$ cat config.mk
export PLATFORM = sky130hd
export DESIGN_NAME = request_encoder32
export DESIGN_NICKNAME = d
export VERILOG_FILES = /design/src/rtl/encoder_pkg.sv /design/src/rtl/rr_pick32.sv /design/src/rtl/request_encoder32.sv
export SDC_FILE = /design/constraint.sdc
export NUM_CORES = 1
export LEC_CHECK = 0
export CORE_UTILIZATION = 48
export CTS_BUF_LIST = sky130_fd_sc_hd__clkbuf_16
export DETAILED_ROUTE_END_ITERATION = 8
export PLACE_DENSITY = 0.69
export SLEW_MARGIN = 25
export SYNTH_ARGS = -nofsm -noshare
export SYNTH_HDL_FRONTEND = slang
export SYNTH_SLANG_ARGS = --single-unit
$ cat constraint.sdc
create_clock -name clock -period 5.85 [get_ports clock]
set_input_delay 0.8775 -clock clock [delete_from_list [all_inputs] [get_ports clock]]
set_output_delay 0.8775 -clock clock [all_outputs]
set_load 0.05 [all_outputs]
$ cat src/rtl/encoder_pkg.sv
// Shared constants and helpers for the round-robin request encoder.
//   N      : number of request lines (fixed at 32)
//   IDX_W  : width of an encoded index (log2(N))
//   onehot32(idx) : 32-bit one-hot vector with bit idx set, used as the
//                   pending-clear mask for the granted line
package encoder_pkg;

    localparam int N     = 32;
    localparam int IDX_W = 5;

    function automatic logic [N-1:0] onehot32(input logic [IDX_W-1:0] idx);
        logic [N-1:0] v;
        v = '0;
        v[idx] = 1'b1;
        return v;
    endfunction

endpackage

$ cat src/rtl/rr_pick32.sv
// Combinational round-robin picker over a 32-bit vector.
// Ports:
//   vector [31:0] in  : candidate set
//   ptr    [4:0]  in  : search start position (highest priority index)
//   found         out : at least one bit of vector is set
//   idx    [4:0]  out : first set bit at or above ptr, wrapping 31 -> 0
module rr_pick32
    import encoder_pkg::*;
(
    input  logic [N-1:0]     vector,
    input  logic [IDX_W-1:0] ptr,
    output logic             found,
    output logic [IDX_W-1:0] idx
);

    logic [N-1:0]     w_rot;
    logic [IDX_W-1:0] w_off;

    // Rotate right by ptr so the search start lands on bit 0. A shift
    // by 32 (ptr == 0) yields zero, leaving the plain vector.
    assign w_rot = (vector >> ptr) | (vector << (6'd32 - {1'b0, ptr}));

    // Lowest set bit wins: scan downward so the last hit is the lowest.
    always_comb begin
        found = 1'b0;
        w_off = '0;
        for (int i = N - 1; i >= 0; i--) begin
            if (w_rot[i]) begin
                found = 1'b1;
                w_off = i[IDX_W-1:0];
            end
        end
    end

    // Undo the rotation; 5-bit addition wraps modulo 32.
    assign idx = w_off + ptr;

endmodule

$ cat src/rtl/request_encoder32.sv
// Round-robin request encoder. Request pulses accumulate into a pending
// set; one binary index per accepted transfer is emitted over valid/ready.
// Ports:
//   clock            in  : single clock, rising edge
//   reset            in  : synchronous, active-high
//   req_in    [31:0] in  : request pulses, OR-ed into pending
//   enc_valid        out : enc_index holds a granted request
//   enc_ready        in  : consumer accepts on enc_valid && enc_ready
//   enc_index [4:0]  out : granted request index (registered)
//   pending   [31:0] out : registered pending set
//   idle             out : nothing pending and no output held
module request_encoder32 #(
    parameter int N     = 32,
    parameter int IDX_W = 5
) (
    input  logic             clock,
    input  logic             reset,
    input  logic [N-1:0]     req_in,
    output logic             enc_valid,
    input  logic             enc_ready,
    output logic [IDX_W-1:0] enc_index,
    output logic [N-1:0]     pending,
    output logic             idle
);

    import encoder_pkg::*;

    logic [N-1:0]     r_pending;
    logic [IDX_W-1:0] r_ptr;
    logic             r_valid;
    logic [IDX_W-1:0] r_index;

    logic             w_slot_free;
    logic             w_found;
    logic [IDX_W-1:0] w_pick;
    logic             w_grant;
    logic [N-1:0]     w_clr_mask;

    // Search only the registered pending set; requests never bypass it.
    rr_pick32 u_pick (
        .vector (r_pending),
        .ptr    (r_ptr),
        .found  (w_found),
        .idx    (w_pick)
    );

    assign w_slot_free = !r_valid || enc_ready;
    assign w_grant     = w_slot_free && w_found;
    assign w_clr_mask  = w_grant ? onehot32(w_pick) : '0;

    always_ff @(posedge clock) begin
        if (reset) begin
            r_pending <= '0;
            r_ptr     <= '0;
            r_valid   <= 1'b0;
            r_index   <= '0;
        end else begin
            // Clear before OR so a same-edge re-request keeps the bit set.
            r_pending <= (r_pending & ~w_clr_mask) | req_in;
            if (w_slot_free) begin
                if (w_found) begin
                    r_valid <= 1'b1;
                    r_index <= w_pick;
                    r_ptr   <= w_pick + 1'b1;
                end else begin
                    // Index deliberately holds its last value.
                    r_valid <= 1'b0;
                end
            end
        end
    end

    assign enc_valid = r_valid;
    assign enc_index = r_index;
    assign pending   = r_pending;
    assign idle      = (r_pending == '0) && !r_valid;

endmodule
==> impl_metrics.ini <==
[synth]
ys.warnings.count = 0
synthTopCellsByArea = mux4_2 20%, dfxtp_1 12%, mux2i_1 8.5%
async_reset_ff_frac = 0
ys.flop_type = dfxtp_1
synth_top_cell_area_share = 0.1980
synth-edff-count = 0
syn-cell-area_um2 = 7052
syn_inst = 782
syn-mean-instance-area_um2 = 9.018
synth_cell_type_count = 95
yosysSeqAreaShare = 0.1221
synth.largest_area_cell = mux4_2
syn-num-nets = 827
yosys_register_bits = 43

[sta]
timing.final.hold_violations = 0
clock_skew_ps = 6.606
setup_tns_ps = 0
worstMarginPinSlew_ps = 906.8
rsz0062_at_grt = false
fin_crit_sh = 0.9602
slew_headroom = 0.3955
timing.fmax_mhz = 178.0
setup_violations = 0
finalWorstPathRequiredPeriod_ps = 5617
maxSlewViolCount = 0

[critical_path]
path_class = reg -> reg
path_delay_family = compound AO/OA/AOI/OAI gates
worstPathCellList = inv_1, ha_1, buf_4, nor3b_4, mux2_2, nor2_1, a221oi_1, o21ai_1, buf_4, a311oi_1, o211ai_1, a31oi_1, o211ai_1, ha_1, a21o_1, a21oi_1, xnor2_1, nand2_1, nor2_1, xnor2_1, o31ai_1
crit_path_top_delay_cell = o211ai_1
worstPathBufferInverterCount = 3
crit_path_start_kind = register
cp_max_fo = 6
cp.arrival_ps = 5770
worst_ep_required_time_ps = 6010
crit_path_end_kind = register
crit_path_max_incr_delay_ps = 540

[floorplan]
die_h_um = 123.2
start_util = 0.5003
num_io_pins = 74
core_area_um2 = 14100
die_area_um2 = 15180
die_w_um = 123.2
std_cell_rows = 43

[cts]
cts_tree = yes
clk_latency_ps = 290
htree_num_levels = 2
clock_path_buffers = 2
hold_buffers = 0
numCtsBuffers = 5
path_clk_slew_ps = 60
clkSinkCount = 43
cts-root-buf = clkbuf_16

[routing]
via_per_inst = 7.380
ant_nets = 0
drt-total-wl_um = 29260
drc = 0
first_pass_iters = 7
wl_per_cell_um = 28.88
route.vias.total = 7476
drt_iter0_markers = 910

[global_routing]
use_met2 = 0.6327
grt_start_max_net_pins = 84
grt_pass1_wl_um = 44410
use_met1 = 0.4832
grt_pass1_vias = 7264
antenna_found_initial = 0
grt.met3_usage = 0.1075
gr-usage-all-layers = 0.3961
grt.busiest_layer = met2
gr-total-overflow = 0

[layout]
antenna_cells = 0
nFillCells = 1255
fin_util = 0.5775
ff_latch_area_um2 = 868.3
num-nets-final = 878
areaGrowthSynthToFinish_pct = 15.44
multi_input_area_um2 = 5688
drive_gt1_frac = 0.2449

[status]
status = finished clean

[place]
gp_congestion = 1.078
portBuffers = 73
dpl.hpwl_um = 21650

[flow_run]
maxCapViolations = 0

[min_path]
hp-class = reg -> reg
[routing by layer]
metal / vias up / routed length, µm
met5: - / 0
li1: 3194 / -
met3: 129 / 3264
met1: 3587 / 10790
met2: 566 / 13400
met4: 0 / 1801
[cell families after synthesis]
group	synth area share
AO/OA/AOI/OAI	0.2331
adder cells (fa/ha/maj)	0.01881
flip-flops	0.1221
buffers and inverters	0.07292
multiplexers	0.3384
XOR/XNOR	0.01579
AND/OR/NAND/NOR	0.1989
[final cells by class]
type | instances | share of cell area
Inverter | 10 | 0.004611
Tap cell | 180 | 0.02767
Sequential cell | 43 | 0.1067
Timing Repair Buffer | 128 | 0.1460
Clock inverter | 2 | 0.0009222
Multi-Input combinational cell | 645 | 0.6987
Clock buffer | 5 | 0.01537
[worst min-delay path, cell delays in order (launching register included)]
cell	delay [ps]
dfxtp_1	320
mux2i_1	70
nor2_1	80
[final timing paths]
path | slack, ps | startpoint | to | depth (start not counted)
worst max-delay path | 230 | r_ptr[1] | r_ptr[4] | 21
worst min-delay path | 500 | enc_index[3] | enc_index[3] | 2
worst max register to register | 230 | r_ptr[1] | r_ptr[4] | 21
worst min register to register | 500 | enc_index[3] | enc_index[3] | 2
[cell usage in the layout (no fill, tap or decap), types with 18 or more instances in the layout]
cell type and n:
nor2_1 78, clkdlybuf4s50_1 72, mux4_2 62, mux2i_1 60, buf_4 51, nand2_1 39
dfxtp_1 39, mux2_2 31, a21oi_1 22, o21ai_0 22, nor3_1 20, a211oi_1 20
nor3b_1 18
[stage by stage]
stage	std cells	hold WS (ps)	cell area (µm²)	setup WS (ps)
final	1013	496.4	8140	233.1
after global routing	1013	528.9	8140	29.83
after CTS	1011	504.6	8113	309.9
after detailed placement	1004	491.3	7980	327.9
after global placement	1004	474.3	7980	304.6
after floorplan	782	712.1	7052	439.6
[timing repair]
| item | CTS | global route |
|---|---|---|
| endpoints found under the setup margin | 0 | 5 |
| setup buffers | 0 | 2 |
| resized for setup | 0 | 0 |
[Yosys cell counts (all sizes together), types with 5 or more instances]
cell,count
inv,9
nor2,79
ha,9
dfxtp,43
o2bb2ai,9
and3,5
o21ai,25
a221oi,5
nor2b,8
a31oi,17
nor3,21
or2,6
o211ai,10
o21bai,13
nand4,6
o22ai,5
or3,5
nor4,15
nand3,17
xnor2,8
o21a,6
a22oi,6
and2,9
nor3b,20
nand2b,14
a21oi,22
clkbuf,39
mux4,62
a21o,6
mux2i,61
nand2,39
buf,45
mux2,33
a211oi,34
[state kept, by name (all words and copies together) (netlist names)]
name / cells
enc_index: 5
enc_valid: 1
pending: 32
r_ptr: 5
Power is not shown: default switching activity piles up to over one toggle a cycle in this logic, so the estimate is an artifact.
